===== src/rtl/inha_pkg.sv =====
// inha_pkg: shared command codes, mode encodings, lamp mapping and the
// round-robin pick helper used by the command controller.
package inha_pkg;

    typedef enum logic [1:0] {
        MODE_IDLE  = 2'd0,
        MODE_PLAY  = 2'd1,
        MODE_PAUSE = 2'd2,
        MODE_OVER  = 2'd3
    } mode_e;

    typedef enum logic [2:0] {
        CMD_LEFT   = 3'd0,
        CMD_RIGHT  = 3'd1,
        CMD_UP     = 3'd2,
        CMD_DOWN   = 3'd3,
        CMD_SELECT = 3'd4
    } cmd_e;

    localparam int unsigned NUM_CMDS = 5;

    // Lamp vectors ordered {RD, GN, YL}
    localparam logic [2:0] LAMP_IDLE  = 3'b001;
    localparam logic [2:0] LAMP_PLAY  = 3'b010;
    localparam logic [2:0] LAMP_PAUSE = 3'b011;
    localparam logic [2:0] LAMP_OVER  = 3'b100;

    function automatic logic [2:0] mode_lamps(input mode_e m);
        logic [2:0] l;
        case (m)
            MODE_IDLE:  l = LAMP_IDLE;
            MODE_PLAY:  l = LAMP_PLAY;
            MODE_PAUSE: l = LAMP_PAUSE;
            MODE_OVER:  l = LAMP_OVER;
            default:    l = '0;
        endcase
        return l;
    endfunction

    // Returns {found, code}: first set request searching upward from start,
    // wrapping modulo NUM_CMDS.
    function automatic logic [3:0] rr_pick(input logic [NUM_CMDS-1:0] req,
                                           input logic [2:0] start);
        logic [3:0]  res;
        int unsigned idx;
        res = '0;
        for (int unsigned i = 0; i < NUM_CMDS; i++) begin
            idx = (32'(start) + i) % NUM_CMDS;
            if (!res[3] && req[idx]) begin
                res = {1'b1, idx[2:0]};
            end
        end
        return res;
    endfunction

    function automatic logic [2:0] rr_next(input logic [2:0] c);
        return (32'(c) == NUM_CMDS - 1) ? 3'd0 : c + 3'd1;
    endfunction

endpackage


===== src/rtl/inha_cmd_ctrl_debounce.sv =====
// inha_debounce: 2-flop synchronizer, hold-time debouncer and a registered
// one-cycle pulse on each debounced high-to-low transition.
module inha_debounce
    import inha_pkg::*;
#(
    parameter int unsigned DEB_CYCLES = 1
) (
    input  logic clk_i,
    input  logic rst_i,
    input  logic din_i,
    output logic fall_o
);

    localparam int unsigned    CW       = (DEB_CYCLES > 1) ? $clog2(DEB_CYCLES) : 1;
    localparam logic [CW-1:0]  CNT_LAST = CW'(DEB_CYCLES - 1);

    logic          sync1_q, sync2_q;
    logic          deb_q, deb_d;
    logic          fall_q, fall_d;
    logic [CW-1:0] cnt_q, cnt_d;

    // Level flips once the synchronized input has disagreed for DEB_CYCLES samples
    always_comb begin
        cnt_d = '0;
        deb_d = deb_q;
        if (sync2_q != deb_q) begin
            if (cnt_q == CNT_LAST) begin
                deb_d = sync2_q;
            end else begin
                cnt_d = cnt_q + CW'(1);
            end
        end
        fall_d = deb_q & ~deb_d;
    end

    // Synchronizer, debounce state and fall pulse registers; released level is 1
    always_ff @(posedge clk_i or posedge rst_i) begin
        if (rst_i) begin
            sync1_q <= 1'b1;
            sync2_q <= 1'b1;
            deb_q   <= 1'b1;
            cnt_q   <= '0;
            fall_q  <= 1'b0;
        end else begin
            sync1_q <= din_i;
            sync2_q <= sync1_q;
            deb_q   <= deb_d;
            cnt_q   <= cnt_d;
            fall_q  <= fall_d;
        end
    end

    assign fall_o = fall_q;

endmodule


===== src/rtl/inha_cmd_ctrl.sv =====
// inha_cmd_ctrl: debounced button/switch front end, game mode FSM and a
// round-robin command offer with valid/ready handshake.
// Optional: define INHA_DROP_CNT_EN to build the saturating drop counter;
// otherwise drop_cnt is tied to zero.
module inha_cmd_ctrl
    import inha_pkg::*;
#(
    parameter int unsigned DEB_CYCLES = 1
) (
    input  logic       clk,
    input  logic       rst,
    input  logic [3:0] btn_n,
    input  logic [3:0] sw_n,
    output logic       cmd_valid,
    input  logic       cmd_ready,
    output logic [2:0] cmd_code,
    output logic [1:0] mode,
    output logic       RD,
    output logic       GN,
    output logic       YL,
    output logic [7:0] drop_cnt
);

    logic [7:0]          raw_n;
    logic [7:0]          press;
    logic [3:0]          sw_press;
    logic [NUM_CMDS-1:0] cmd_src;

    mode_e               mode_q, mode_d;
    logic [NUM_CMDS-1:0] pend_q, pend_d;
    logic                valid_q, valid_d;
    logic [2:0]          code_q, code_d;
    logic [2:0]          ptr_q, ptr_d;

    logic                accept, in_play, stay_play;
    logic [NUM_CMDS-1:0] onehot, clr_mask, offer_mask, req, drop_mask, avail;
    logic [3:0]          pick;

    assign raw_n    = {sw_n, btn_n};
    assign sw_press = press[7:4];
    // Command code equals bit position: buttons L/R/U/D then SW2 as SELECT
    assign cmd_src  = {sw_press[2], press[3:0]};

    for (genvar g = 0; g < 8; g++) begin : g_deb
        inha_debounce #(.DEB_CYCLES(DEB_CYCLES)) u_deb (
            .clk_i  (clk),
            .rst_i  (rst),
            .din_i  (raw_n[g]),
            .fall_o (press[g])
        );
    end

    // Mode transitions; SW3 outranks SW1, SW0 only acts in IDLE/OVER
    always_comb begin
        mode_d = mode_q;
        case (mode_q)
            MODE_IDLE:  if (sw_press[0]) mode_d = MODE_PLAY;
            MODE_PLAY: begin
                if (sw_press[3])      mode_d = MODE_OVER;
                else if (sw_press[1]) mode_d = MODE_PAUSE;
            end
            MODE_PAUSE: begin
                if (sw_press[3])      mode_d = MODE_OVER;
                else if (sw_press[1]) mode_d = MODE_PLAY;
            end
            MODE_OVER:  if (sw_press[0]) mode_d = MODE_IDLE;
            default:    mode_d = MODE_IDLE;
        endcase
    end

    // Pending set/clear, drop detection and round-robin offer selection
    always_comb begin
        accept     = valid_q & cmd_ready;
        in_play    = (mode_q == MODE_PLAY);
        stay_play  = in_play && (mode_d == MODE_PLAY);
        onehot     = NUM_CMDS'(1) << code_q;
        clr_mask   = accept ? onehot : '0;
        offer_mask = (valid_q && !accept) ? onehot : '0;
        req        = in_play ? cmd_src : '0;
        // A press merges into an existing pending bit or a still-open offer;
        // the bit being cleared this edge is free to be re-armed.
        drop_mask  = req & ((pend_q & ~clr_mask) | offer_mask);
        pend_d     = stay_play ? ((pend_q & ~clr_mask) | (req & ~drop_mask)) : '0;
        avail      = pend_q & ~clr_mask;
        pick       = rr_pick(avail, ptr_q);
        valid_d    = valid_q & ~accept;
        code_d     = code_q;
        ptr_d      = ptr_q;
        if ((!valid_q || accept) && stay_play && pick[3]) begin
            valid_d = 1'b1;
            code_d  = pick[2:0];
            ptr_d   = rr_next(pick[2:0]);
        end
    end

    // Controller state registers
    always_ff @(posedge clk or posedge rst) begin
        if (rst) begin
            mode_q  <= MODE_IDLE;
            pend_q  <= '0;
            valid_q <= 1'b0;
            code_q  <= CMD_LEFT;
            ptr_q   <= CMD_LEFT;
        end else begin
            mode_q  <= mode_d;
            pend_q  <= pend_d;
            valid_q <= valid_d;
            code_q  <= code_d;
            ptr_q   <= ptr_d;
        end
    end

`ifdef INHA_DROP_CNT_EN
    logic [7:0] drop_q, drop_d;

    // Saturating count of merged presses, one step per dropped source
    always_comb begin
        drop_d = drop_q;
        for (int unsigned i = 0; i < NUM_CMDS; i++) begin
            if (drop_mask[i] && drop_d != 8'hFF) begin
                drop_d = drop_d + 8'd1;
            end
        end
    end

    // Drop counter register, cleared only by reset
    always_ff @(posedge clk or posedge rst) begin
        if (rst) drop_q <= '0;
        else     drop_q <= drop_d;
    end

    assign drop_cnt = drop_q;
`else
    assign drop_cnt = '0;
`endif

    assign cmd_valid    = valid_q;
    assign cmd_code     = code_q;
    assign mode         = mode_q;
    assign {RD, GN, YL} = mode_lamps(mode_q);

endmodule


===== config.mk =====
export PLATFORM = sky130hd
export DESIGN_NAME = inha_cmd_ctrl
export DESIGN_NICKNAME = d
export VERILOG_FILES = /design/src/rtl/inha_pkg.sv /design/src/rtl/inha_cmd_ctrl_debounce.sv /design/src/rtl/inha_cmd_ctrl.sv
export SDC_FILE = /design/constraint.sdc
export NUM_CORES = 1
export LEC_CHECK = 0
export ABC_AREA = 1
export BUFFER_PORTS_ARGS = -buffer_cell sky130_fd_sc_hd__buf_4
export CORE_MARGIN = 2
export CORE_UTILIZATION = 55
export DETAILED_ROUTE_END_ITERATION = 12
export HOLD_SLACK_MARGIN = 0.05
export MAX_ROUTING_LAYER = met4
export PLACE_DENSITY = 0.76
export RECOVER_POWER = 50
export SLEW_MARGIN = 40
export SYNTH_ARGS = -nofsm -noshare
export SYNTH_HDL_FRONTEND = slang
export SYNTH_SLANG_ARGS = --single-unit

===== constraint.sdc =====
create_clock -name clk -period 3.9 [get_ports clk]
set_input_delay 0.195 -clock clk [delete_from_list [all_inputs] [get_ports clk]]
set_output_delay 0.195 -clock clk [all_outputs]
set_load 0.005 [all_outputs]

## Yosys cells after proc, flatten, opt, wreduce, memory -nomap -nowiden

Cells that the tools add are included.

| word-level totals | value |
|---|---|
| bits in registers | 54 |
| bits of input ports | 11 |
| output and inout port bits | 17 |
| logic and storage cells | 185 |

| operators by class | value |
|---|---|
| add/subtract/negate cells | 13 |
| divide/modulo/power cells | 5 |
| magnitude comparators | 5 |
| eq/ne operators | 13 |
| shifts and indexed selects | 1 |
| muxes and demuxes | 61 |
| bitwise gates (word level) | 26 |
| reduce and logical (&&, ||, !) cells | 16 |

Operators with widths:

| cell | count |
|---|---|
| $lt A32 B4 Y1 const B | 5 |
| $mod A32 B3 Y32 const B | 4 |
| $mux W1 | 38 |
| $mod A3 B3 Y32 const B | 1 |
| $mux W4 | 5 |
| $mux W5 | 4 |
| $and A5 B5 Y5 | 3 |
| $bmux W1 S3 | 5 |
| $mux W2 | 6 |
| $pmux W3 S4 | 1 |
| $and A1 B1 Y1 | 10 |
| $not A5 Y5 | 2 |
| $or A5 B5 Y5 | 2 |
| $not A1 Y1 | 9 |
| $add A1 B1 Y1 const B | 8 |
| $add A3 B2 Y4 const B | 2 |
| $logic_and A1 B1 Y1 | 8 |
| $ne A1 B1 Y1 | 8 |
| $pmux W2 S4 | 1 |
| $logic_not A1 Y1 | 6 |
| $shl A1 B3 Y5 const A | 1 |
| $add A3 B1 Y4 const B | 1 |
| $add A3 B3 Y4 const B | 1 |
| $eq A2 B1 Y1 const B | 2 |
| other kinds (6) | 7 |

## Longest topological paths before layout

| logic depth | value |
|---|---|
| depth in word-level cells | 21 |
| gate-level depth with buffers | 33 |

## Hierarchy

From an unflattened synthesis, not the netlist that was laid out.

| unflattened totals | value |
|---|---|
| cells, all modules | 410 |
| area total of the unflattened synthesis | 3116.7 sq um |

By module, submodules not included:

| module | instances | cells each | area an instance (sq um) | seq. area each (sq um) |
|---|---|---|---|---|
| inha_cmd_ctrl | 1 | 346 | 2165.8 | 350.3 |
| inha_debounce | 8 | 8 | 118.9 | 103.8 |

## Worst setup path before layout

OpenSTA, ideal clock, no wires.

| path | value |
|---|---|
| path kind | reg2reg |
| from | register ptr_q[0] |
| to | register ptr_q[2] |
| data arrival time | 3.818 ns |
| required time | 3.784 ns |
| slack | -0.034 ns |
| stages on the path, launching flop included | 31 |
| path buffers | 1 |
| path through | dfrtp_1 > buf_6 > inv_1 > ha_1 > inv_1 > nand2_4 > nand2_4 > inv_4 > ha_1 > nor2_1 > nand2_4 > nand2_4 > xor2_1 > ha_1 > inv_1 > o21ai_4 > nand3_1 > nand2_2 > nand2_1 > nand3_1 > nand3_1 > nand2_4 > nand3_2 > nor2_1 > a21oi_4 > inv_1 > ha_1 > nand3b_1 > nand2_1 > nand2_1 > nand2_1 |

| on the way | value |
|---|---|
| cells in the longest elaborated chain, start to end | 18 |
| elaborated cells on any way between the ends | 36 |

Ends and longest elaborated chain:

| element | RTL line | text |
|---|---|---|
| from (decl) | inha_cmd_ctrl.sv:33 | `logic [2:0] ptr_q, ptr_d;` |
| from (signal assigned) | inha_cmd_ctrl.sv:109 | `ptr_q <= ptr_d;` |
| parallel branches: the longest is 15 deep, another holds $mod A32 B3 Y32 | n/a |  |
| $mux W4 (*) | inha_pkg.sv:49 | `if (!res[3] && req[idx]) begin` |
| net pick[0] | inha_cmd_ctrl.sv:37 | `logic [3:0] pick;` |
| $add A3 B1 Y3 / $eq A3 B3 Y1 (equally long branches) | inha_pkg.sv:57 | `return (32'(c) == NUM_CMDS - 1) ? 3'd0 : c + 3'd1;` |
| $mux W3 (*) | inha_pkg.sv:57 |  |

Mark *: on every way through the listed nets, which the timed path passes. The select of a mux whose other input is x is not followed.
A chain may end at the register's enable or synchronous reset.

## Worst setup path in the final report

| path | value |
|---|---|
| from | register ptr_q[1] |
| to | register ptr_q[2] |

Same word-level chain as after synthesis.

==> impl_table.tex <==
\begin{tabular}{lr}
\hline
Metric & Value \\
\hline
\multicolumn{2}{l}{\textbf{Placed design}} \\
\quad Final estimated routing congestion in global placement & 0.936 \\
\quad Port Buffer Count & 19 \\
\quad Cell total after placement & 486 \\
\quad Detailed-placement wirelength estimate & 5030 um \\
\quad Standard cell area after detailed placement & 3550 um\^{}2 \\
\multicolumn{2}{l}{\textbf{Timing}} \\
\quad Final setup skew & 0.0103 ns \\
\quad Measured slew at the worst slew-check pin & 1.86 ns \\
\quad Total Neg Setup Slack & 0 ns \\
\quad Final number of max-transition violations & 47 \\
\quad Peak Freq & 267 MHz \\
\quad Worst max-slew margin expressed relative to the limit & -24.9\% \\
\quad Final Setup Violations & 0 \\
\quad Worst slack on hold paths & 0.333 ns \\
\quad Final period demand of the worst path & 3.74 ns \\
\quad Count of endpoints failing hold in the final timing report & 0 \\
\quad Final critical-path share of the clock period & 95.9\% \\
\multicolumn{2}{l}{\textbf{Synthesis}} \\
\quad Cell type with the highest aggregate area in the netlist & sky130\_fd\_sc\_hd\_\_dfstp\_2 \\
\quad Synth Register Bits & 46 \\
\quad Register area share after synthesis & 35.6\% \\
\quad Synthesized netlist cell count & 393 \\
\quad Portion of synthesized cell area occupied by the leading cell type & 19.0\% \\
\quad Number of enable flip-flop cells after synthesis & 0 \\
\quad Number of library cell types mapped by synthesis & 47 \\
\quad Cell types occupying the most area after synthesis & sky130\_fd\_sc\_hd\_\_dfstp\_2 (19\%), sky130\_fd\_sc\_hd\_\_dfrtp\_1 (17\%), sky130\_fd\_sc\_hd\_\_ha\_1 (11\%) \\
\quad Ranking of synthesized cells by instance count & sky130\_fd\_sc\_hd\_\_nand2\_1 (70), sky130\_fd\_sc\_hd\_\_inv\_1 (54), sky130\_fd\_sc\_hd\_\_nand3\_1 (30), sky130\_fd\_sc\_hd\_\_ha\_1 (28) \\
\quad Cell with the most instances after synthesis & sky130\_fd\_sc\_hd\_\_nand2\_1 \\
\quad Netlist area before placement & 3320 um\^{}2 \\
\quad Number of warning messages in the yosys log & 0 \\
\quad Share of async-settable or async-resettable flops after synthesis & 100\% \\
\quad Avg Inst Size Synth & 8.44 um\^{}2 \\
\quad Dominant register cell in the synthesized netlist & sky130\_fd\_sc\_hd\_\_dfstp\_2 \\
\multicolumn{2}{l}{\textbf{Critical path}} \\
\quad Worst r2r dst & ptr\_q[2]\$\_DFFE\_PP0P\_ \\
\quad Worst-path fanout max & 5 \\
\quad Signal arrival time at the worst endpoint & 3.98 ns \\
\quad Number of buffers and inverters on the critical path & 8 \\
\quad Required arrival time at the worst endpoint & 4.15 ns \\
\quad Critical register-to-register path startpoint & ptr\_q[1]\$\_DFFE\_PP0P\_ \\
\quad Crit Path Category & flip-flop to flip-flop \\
\quad Type of element capturing the critical path & flip-flop \\
\quad Depth of the worst register-to-register path & 28 \\
\quad Library cell appearing most often on the critical path & sky130\_fd\_sc\_hd\_\_inv\_2 \\
\quad Register-to-register path setup slack & 0.16 ns \\
\quad Startpoint Class & flip-flop \\
\quad Largest incremental delay on the critical path & 0.40 ns \\
\quad Library cell contributing the largest single delay on the critical path & sky130\_fd\_sc\_hd\_\_dfrtp\_1 \\
\quad Cell family with most CP delay & simple AND/OR/NAND/NOR gates \\
\multicolumn{2}{l}{\textbf{Status}} \\
\quad Failing checks & capacitance limit, slew limit \\
\quad Run status & complete, but fails checks \\
\multicolumn{2}{l}{\textbf{Hold path}} \\
\quad Hold path startpoint & cmd\_ready \\
\quad Hold path endpoint & cmd\_valid\$\_DFF\_PP0\_ \\
\quad WHS Path Cells & 4 \\
\quad Type of the most critical hold path & input port to flip-flop \\
\multicolumn{2}{l}{\textbf{Run}} \\
\quad Reported max-cap violation count & 1 \\
\multicolumn{2}{l}{\textbf{CTS}} \\
\quad Root Buffer Master & sky130\_fd\_sc\_hd\_\_clkbuf\_8 \\
\quad Insertion delay of the later-clocked pin in the worst-skew pair & 0.30 ns \\
\quad Num Clock Sinks & 46 \\
\quad Largest buffer count on any clock path & 2 \\
\quad TritonCTS clock tree & built \\
\quad \# H-tree levels & 2 \\
\quad TritonCTS buffer count & 5 \\
\quad Clock-pin slew on the worst setup and hold paths & 0.09 ns \\
\multicolumn{2}{l}{\textbf{Route}} \\
\quad Number of search-and-repair iterations in the first detailed-routing pass & 5 \\
\quad Via count & 2,612 \\
\quad Post-DR vias/cell & 5.14 \\
\quad Wire per inst & 13.4 um \\
\quad Total routed wirelength & 6800 um \\
\quad Number of violations reported at the end of detailed-routing iteration 0 & 124 \\
\quad Antenna violation net count after detailed routing & 0 \\
\quad Remaining DRCs & 0 \\
\multicolumn{2}{l}{\textbf{Cells and area}} \\
\quad Number of cells in the finished layout apart from fillers & 508 \\
\quad Total inserted antenna cells & 0 \\
\quad Fraction of layout cells with a size suffix above 1 & 33.5\% \\
\quad Number of nets in the layout & 472 \\
\quad Filler cell count in the final layout & 468 \\
\quad Final instance area & 3940 um\^{}2 \\
\quad Syn-to-layout area delta & 18.9\% \\
\multicolumn{2}{l}{\textbf{Floorplanning}} \\
\quad Placement Rows & 28 \\
\quad X dimension of the die & 81.6 um \\
\quad Area enclosed by the die boundary & 6670 um\^{}2 \\
\quad Initial cell density of the core & 56.3\% \\
\quad Die H & 81.6 um \\
\quad Number of I/O pins & 28 \\
\quad Core area & 5890 um\^{}2 \\
\multicolumn{2}{l}{\textbf{Global route}} \\
\quad Final global-route overflow total & 0 \\
\quad Initial antenna violation count & 0 \\
\quad First-pass GRT wire length & 11,200 um \\
\quad Number of global-route vias before repair & 2,488 \\
\quad Pin count of the biggest net entering global routing & 47 \\
\quad GRT Overall Usage & 22.0\% \\
\hline
\end{tabular}
## logic make-up after synthesis
logic type | Yosys count | share of synthesized area (%)
simple gates | 173 | 28.9
flops | 46 | 35.6
xor+xnor | 4 | 1.62
fa+ha+maj | 29 | 11.2
buf+inv | 86 | 11.2
compound gates | 54 | 11.4
other cells | 1 | 0.113
## cell usage in the layout, fill, tap and decap left out, types with 9 or more instances in the layout
master and count:
sky130_fd_sc_hd__a21oi_1 10, sky130_fd_sc_hd__dfstp_2 18, sky130_fd_sc_hd__o21ai_0 14, sky130_fd_sc_hd__dfrtp_1 21
sky130_fd_sc_hd__dlygate4sd3_1 9, sky130_fd_sc_hd__nand2_2 14, sky130_fd_sc_hd__nand3_1 27, sky130_fd_sc_hd__buf_4 23
sky130_fd_sc_hd__ha_1 21, sky130_fd_sc_hd__nand2_1 66, sky130_fd_sc_hd__nand2_4 11, sky130_fd_sc_hd__inv_1 50
sky130_fd_sc_hd__inv_2 13, sky130_fd_sc_hd__nor2_1 20
## flip-flops by register name, indices dropped and copies added (netlist names)
| signal | cells |
|---|---|
| pend_q | 5 |
| cmd_code | 3 |
| cmd_valid | 1 |
| g_deb.u_deb.deb_q | 8 |
| g_deb.u_deb.sync2_q | 8 |
| g_deb.u_deb.fall_o | 8 |
| ptr_q | 3 |
| mode | 2 |
| g_deb.u_deb.sync1_q | 8 |
## worst register-to-register path: cells and delay by family (launching register included)
kind            cells  cell delay [ns]
compound gates      2             0.37
buf+inv             8             0.77
fa+ha+maj           4             0.81
xor+xnor            1             0.18
simple gates       13             1.13
flops               1             0.40
## per-stage QoR
| stage | util [%] | setup slack [ns] |
|---|---|---|
| after global routing | 67.0 | -0.0516 |
| after global placement | 60.2 | 0.0558 |
| final | 67.0 | 0.161 |
| after floorplan | - | 0.0355 |
| after CTS | 64.0 | 0.0145 |
| after detailed placement | 60.2 | -0.129 |
## repair_timing
action	CTS	global route
pin swaps	0	11
resized for setup	6	31
endpoints found under the hold margin	30	0
endpoints found under the setup margin	3	5
setup buffers	0	5
hold buffers	9	0
## area by class of cell
cell class | instances | area, um^2 | area share (%)
clock buffers | 5 | 68.8 | 1.75
clock inverters | 3 | 43.8 | 1.11
inverters | 68 | 263 | 6.66
multi-input cells | 268 | 1940 | 49.3
flip-flops and latches | 46 | 1180 | 30.0
well taps | 75 | 93.8 | 2.38
repair buffers | 43 | 349 | 8.85
## how the worst max path moves through the flow
stage                               startpoint                   end  slack [ns]  cells past startpoint
after CTS                 ptr_q[1]$_DFFE_PP0P_  ptr_q[2]$_DFFE_PP0P_        0.01                     28
after global routing      ptr_q[1]$_DFFE_PP0P_  ptr_q[2]$_DFFE_PP0P_       -0.05                     28
final                     ptr_q[1]$_DFFE_PP0P_  ptr_q[2]$_DFFE_PP0P_        0.16                     28
after global placement    ptr_q[1]$_DFFE_PP0P_  ptr_q[1]$_DFFE_PP0P_        0.06                     24
after floorplan           ptr_q[0]$_DFFE_PP0P_  ptr_q[2]$_DFFE_PP0P_        0.04                     30
after detailed placement  ptr_q[1]$_DFFE_PP0P_  ptr_q[2]$_DFFE_PP0P_       -0.13                     26
## metal layers
layer	global-route usage (%)	wire, um	up-vias
met2	38.4	3450	55
met1	26.7	3030	1235
met5	-	0	-
li1	-	-	1313
met3	2.86	215	9
met4	6.67	102	0
Power is not shown: default switching activity piles up to over one toggle a cycle in this logic, so the estimate is an artifact.
